`config.mk`:
```
export PLATFORM = sky130hd
export DESIGN_NAME = mux_sel_arbiter_flat
export DESIGN_NICKNAME = d
export VERILOG_FILES = /design/src/rtl/mux_sel_arbiter_if.sv /design/src/rtl/mux_sel_arbiter.sv /design/src/flat_wrapper.sv
export SDC_FILE = /design/constraint.sdc
export NUM_CORES = 1
export LEC_CHECK = 0
export BUFFER_PORTS_ARGS = -buffer_cell sky130_fd_sc_hd__buf_2
export CAP_MARGIN = 20
export CORE_MARGIN = 4
export CORE_UTILIZATION = 36
export CTS_CLUSTER_DIAMETER = 50
export CTS_CLUSTER_SIZE = 25
export DETAILED_ROUTE_END_ITERATION = 16
export PLACE_DENSITY = 0.7
export SYNTH_ARGS = -nofsm -noshare
export SYNTH_HDL_FRONTEND = slang
export SYNTH_SLANG_ARGS = --single-unit
```
`constraint.sdc`:
```
create_clock -name i_clk -period 1 [get_ports i_clk]
set_clock_uncertainty 0.1 [all_clocks]
set_input_delay 0.05 -clock i_clk [delete_from_list [all_inputs] [get_ports i_clk]]
set_output_delay 0.05 -clock i_clk [all_outputs]
set_load 0.05 [all_outputs]
```
`src/rtl/mux_sel_arbiter_if.sv`:
```
// Handshake bundle between two mux-fed sources, the arbiter and its downstream consumer.
// ARB_LOCK_EN adds per-source last flags for packet lock.
interface mux_sel_arbiter_if #(parameter int WIDTH = 8);
  logic             in0_valid;
  logic             in0_ready;
  logic             in1_valid;
  logic             in1_ready;
  logic             select;
  logic [WIDTH-1:0] mux_out;
  logic             out_valid;
  logic             out_ready;
  logic [WIDTH-1:0] out_data;
  logic             out_src;
`ifdef ARB_LOCK_EN
  logic             in0_last;
  logic             in1_last;
`endif

  modport slave (
`ifdef ARB_LOCK_EN
    input  in0_last, in1_last,
`endif
    input  in0_valid, in1_valid, mux_out, out_ready,
    output in0_ready, in1_ready, select, out_valid, out_data, out_src
  );

  modport master (
`ifdef ARB_LOCK_EN
    output in0_last, in1_last,
`endif
    output in0_valid, in1_valid, mux_out, out_ready,
    input  in0_ready, in1_ready, select, out_valid, out_data, out_src
  );
endinterface

```
`src/rtl/mux_sel_arbiter.sv`:
```
// Round-robin front end for a 2:1 mux: drives select, captures mux_out into a registered
// valid/ready stage. Define ARB_LOCK_EN to hold the grant for multi-beat packets.
module mux_sel_arbiter #(
  parameter int WIDTH = 8
) (
  input  logic                i_clk,
  input  logic                i_rst,
  mux_sel_arbiter_if.slave    bus
);

  logic             r_out_valid;
  logic [WIDTH-1:0] r_out_data;
  logic             r_out_src;
  logic             r_prio;
  logic             w_space;
  logic             w_req;
  logic             w_grant;
  logic             w_load;
`ifdef ARB_LOCK_EN
  logic             r_lock;
  logic             r_lock_id;
  logic             w_last;
`endif

  assign w_space = !r_out_valid || bus.out_ready;

  always_comb begin
    w_grant = r_prio;
    w_req   = bus.in0_valid || bus.in1_valid;
    if (bus.in0_valid && !bus.in1_valid)
      w_grant = 1'b0;
    else if (bus.in1_valid && !bus.in0_valid)
      w_grant = 1'b1;
`ifdef ARB_LOCK_EN
    // Mid-packet: only the owning source may advance, even if it is idle.
    if (r_lock) begin
      w_grant = r_lock_id;
      w_req   = r_lock_id ? bus.in1_valid : bus.in0_valid;
    end
`endif
  end

  assign w_load        = w_space && w_req;
  assign bus.select    = w_grant;
  assign bus.in0_ready = w_load && !w_grant;
  assign bus.in1_ready = w_load &&  w_grant;
  assign bus.out_valid = r_out_valid;
  assign bus.out_data  = r_out_data;
  assign bus.out_src   = r_out_src;
`ifdef ARB_LOCK_EN
  assign w_last = w_grant ? bus.in1_last : bus.in0_last;
`endif

  always_ff @(posedge i_clk) begin
    if (i_rst) begin
      r_out_valid <= 1'b0;
      r_out_data  <= '0;
      r_out_src   <= 1'b0;
      r_prio      <= 1'b0;
`ifdef ARB_LOCK_EN
      r_lock      <= 1'b0;
      r_lock_id   <= 1'b0;
`endif
    end else if (w_load) begin
      r_out_valid <= 1'b1;
      r_out_data  <= bus.mux_out;
      r_out_src   <= w_grant;
`ifdef ARB_LOCK_EN
      if (w_last) begin
        r_prio <= ~w_grant;
        r_lock <= 1'b0;
      end else begin
        r_lock    <= 1'b1;
        r_lock_id <= w_grant;
      end
`else
      r_prio      <= ~w_grant;
`endif
    end else if (bus.out_ready) begin
      r_out_valid <= 1'b0;
    end
  end

endmodule

```
`src/flat_wrapper.sv`:
```
// flat-port wrapper written by rule: the top's interface ports become plain ports
module mux_sel_arbiter_flat 
#(
  parameter int WIDTH = 8
)
  (i_clk, i_rst, bus_in0_valid, bus_in1_valid, bus_mux_out, bus_out_ready, bus_in0_ready, bus_in1_ready, bus_select, bus_out_valid, bus_out_data, bus_out_src);
  mux_sel_arbiter_if #(.WIDTH(WIDTH)) bus_i ();
  input  logic i_clk;
  input  logic i_rst;
  input wire logic [$bits(bus_i.in0_valid)-1:0] bus_in0_valid;
  input wire logic [$bits(bus_i.in1_valid)-1:0] bus_in1_valid;
  input wire logic [$bits(bus_i.mux_out)-1:0] bus_mux_out;
  input wire logic [$bits(bus_i.out_ready)-1:0] bus_out_ready;
  output wire logic [$bits(bus_i.in0_ready)-1:0] bus_in0_ready;
  output wire logic [$bits(bus_i.in1_ready)-1:0] bus_in1_ready;
  output wire logic [$bits(bus_i.select)-1:0] bus_select;
  output wire logic [$bits(bus_i.out_valid)-1:0] bus_out_valid;
  output wire logic [$bits(bus_i.out_data)-1:0] bus_out_data;
  output wire logic [$bits(bus_i.out_src)-1:0] bus_out_src;
  assign bus_i.in0_valid = bus_in0_valid;
  assign bus_i.in1_valid = bus_in1_valid;
  assign bus_i.mux_out = bus_mux_out;
  assign bus_i.out_ready = bus_out_ready;
  assign bus_in0_ready = bus_i.in0_ready;
  assign bus_in1_ready = bus_i.in1_ready;
  assign bus_select = bus_i.select;
  assign bus_out_valid = bus_i.out_valid;
  assign bus_out_data = bus_i.out_data;
  assign bus_out_src = bus_i.out_src;
  mux_sel_arbiter #(.WIDTH(WIDTH)) u_core (.i_clk(i_clk), .i_rst(i_rst), .bus(bus_i));
endmodule
```
==> results.toml <==
[worst_setup_path]
reg2reg_slack_ps = -220
path_buf_inv = 3
path_delay_family = "flip-flops"
arrival_ps = 1130
reg2reg_depth = 7
reg2reg_to = "u_core.bus.out_data[7]$_SDFFE_PP0P_"
cp-endpoint = "bus_in1_ready"
slowest_delay_ps = 350
startpoint = "u_core.bus.out_valid$_SDFFE_PP0P_"
cp_slowest_cell = "dfxtp_4"
cp_max_fo = 2
crit_required_ps = 850
end_kind = "output pin"
start_kind = "register"
worst-setup-path-type = "register to output pin"
worstReg2RegStart = "u_core.bus.out_valid$_SDFFE_PP0P_"
worstSetupPathDepth = 5
crit_chain = "buf_6, nand2b_4, nand3_4, clkinvlp_4, buf_8"

[routing]
via_count = 590
drtPass1Iterations = 4
ant_nets = 0
drt-total-wl_um = 1720
drtIter0Drc = 8
viasPerCell = 5.18
wl_per_cell_um = 15.0
drc_errors = 0

[clocking]
clockBufferDepth = 2
root_buffer = "clkbuf_4"
cts.sinks = 11
htree_levels = 1
insertion_delay_ps = 270
clk_pin_slew_worst_paths_ps = 80
cts_buffers = 3
cts_tree = "done"

[final_layout]
fin_nets = 114
synthToLayoutAreaGrowth_pct = 111
fillers = 76
layout.cells.non_filler = 114
final_common_cell = "buf_6"
mostFrequentLayoutCells = "buf_6, buf_2, buf_4"
final_util_pct = 84.5
layout-drive-gt1-share_pct = 58.0
antennaDiodeCount = 0

[global_route]
grt_max_degree = 18
gr-total-overflow = 0
grt_pass1_vias = 546
grt_pass1_wl_um = 2570
grtUsageTotal_pct = 18.0
antenna_found_initial = 0

[worst_hold_path]
min_path_type = "input pin to register"

[floorplanning]
pin_count = 26
initial_utilization_pct = 40.1
die_y_um = 44.1
num_rows = 12
dieWidth_um = 44.1
core_area_um2 = 1170
design.die.area_um2 = 1940

[timing]
relSlewSlack_pct = 82.9
rsz0062_at_grt = "true"
fmax_mhz = 782
hold_violations = 0
setup_viol = 15
fin_ws_ps = -279
post-route-period-util_pct = 128
max_slew.worst_pin.slew_ps = 257
layout_min_cycle_time_ps = 1280
tns_ps = -2490
drv_slew = 0

[outcome]
violations = "negative setup slack"
status = "finished with violations"

[logic_synthesis]
yosysSeqAreaShare_pct = 46.9
synth_area_leader_cell = "dfxtp_1"
synth_area_um2 = 469
synth_fp_nets = 66
synth_warnings = 0
ys_seq_elements = 11
avgSynthCellArea_um2 = 8.85
syn_inst = 53
yosys-top-cells-area = "dfxtp_1, nand3b_1, a21oi_1"
yosys.area.top_type_share_pct = 46.9
synth_cell_types = 16

[pwr]
p_per_area_nw_per_um2 = 1300
p_leak_nw = 0.425
ir_worst_vdd_v = 0.00107

[place]
gp_congestion = 0.693
dpl.cell_count = 94
port_buffers = 25
dp_hpwl_um = 887

[job]
max_cap_viol_count = 0
==> synth_stat cells <==
library cell / n
buf_2: 2
buf_6: 1
a211oi_1: 1
nand3b_1: 8
dfxtp_1: 11
nand3_1: 1
nor2b_1: 1
o21ai_0: 7
a311oi_1: 1
clkbuf_1: 1
o21ai_1: 2
nor2_2: 1
nand2b_1: 2
maj3_1: 1
inv_1: 2
a21oi_1: 11
==> metal layers <==
metal	vias to the layer above	wire (µm)	share of wire [%]	global-route usage, %
met5	-	0	0	0
met4	0	17	0.99	9.04
met3	2	94	5.5	2.85
met2	23	891	52	28.5
met1	277	712	42	23.5
li1	288	-	-	-
==> worst register-to-register path, delay by kind of cell, from the launching register on <==
family	cells	cell delay, ps
buffers and inverters	4	440
flip-flops	1	350
AND/OR/NAND/NOR	2	150
AO/OA/AOI/OAI	1	60
==> sequential cells by signal (all words and copies together), names as in the netlist <==
signal and cells:
u_core.bus.out_data 8, u_core.r_prio 1, u_core.bus.out_valid 1, u_core.bus.out_src 1
==> worst min-delay path by stage <==
stage / startpoint / end / cells after the start
2_1_floorplan: i_rst / u_core.r_prio$_SDFFE_PP0P_ / 1
3_3_place_gp: bus_mux_out[2] / u_core.bus.out_data[2]$_SDFFE_PP0P_ / 3
3_5_place_dp: bus_mux_out[3] / u_core.bus.out_data[3]$_SDFFE_PP0P_ / 3
4_1_cts: bus_in1_valid / u_core.r_prio$_SDFFE_PP0P_ / 2
5_1_grt: bus_in1_valid / u_core.r_prio$_SDFFE_PP0P_ / 2
6_report: bus_in1_valid / u_core.r_prio$_SDFFE_PP0P_ / 2
==> what timing repair did <==
action	in CTS	in global routing
buffers inserted	5	2
hold endpoints to repair	9	0
setup endpoints to repair	24	19
hold buffers	9	0
cloned	1	0
pin swaps	3	5
gates resized for setup	32	14
==> metrics by stage <==
step                power, mW  area [µm²]  setup WS (ps)  hold WS [ps]
finish                   1.29         990           -279          32.8
global route             1.35         990           -330          46.0
CTS                      1.26         933           -265          8.22
detailed placement      0.824         671           -227           223
global placement        0.819         671           -210           215
floorplan               0.724         500           -347          22.1
==> power by group <==
group / leakage, nW / switching [mW] / total, mW / internal (mW)
registers: 0.0922 / 0.0208 / 0.491 / 0.470
clock network: 0.0150 / 0.160 / 0.314 / 0.154
logic: 0.317 / 0.264 / 0.481 / 0.217
==> area by class of cell <==
| class | instances | area, µm² | area share, % |
|---|---|---|---|
| Clock buffer | 4 | 26.3 | 2.65 |
| Timing Repair Buffer | 47 | 418 | 42.2 |
| Inverter | 2 | 11.3 | 1.14 |
| Multi-Input combinational cell | 36 | 290 | 29.3 |
| Sequential cell | 11 | 226 | 22.9 |
| Tap cell | 14 | 17.5 | 1.77 |
==> kinds of logic (layout without fill, tap and decap cells) <==
family | after synthesis | count (layout) | share of synthesized area, %
buf+inv | 6 | 53 | 6.93
fa+ha+maj | 1 | 1 | 2.13
compound gates | 22 | 22 | 24.8
simple gates | 13 | 13 | 19.2
flops | 11 | 11 | 46.9
No activity file was read; power rests on OpenSTA's default activity.
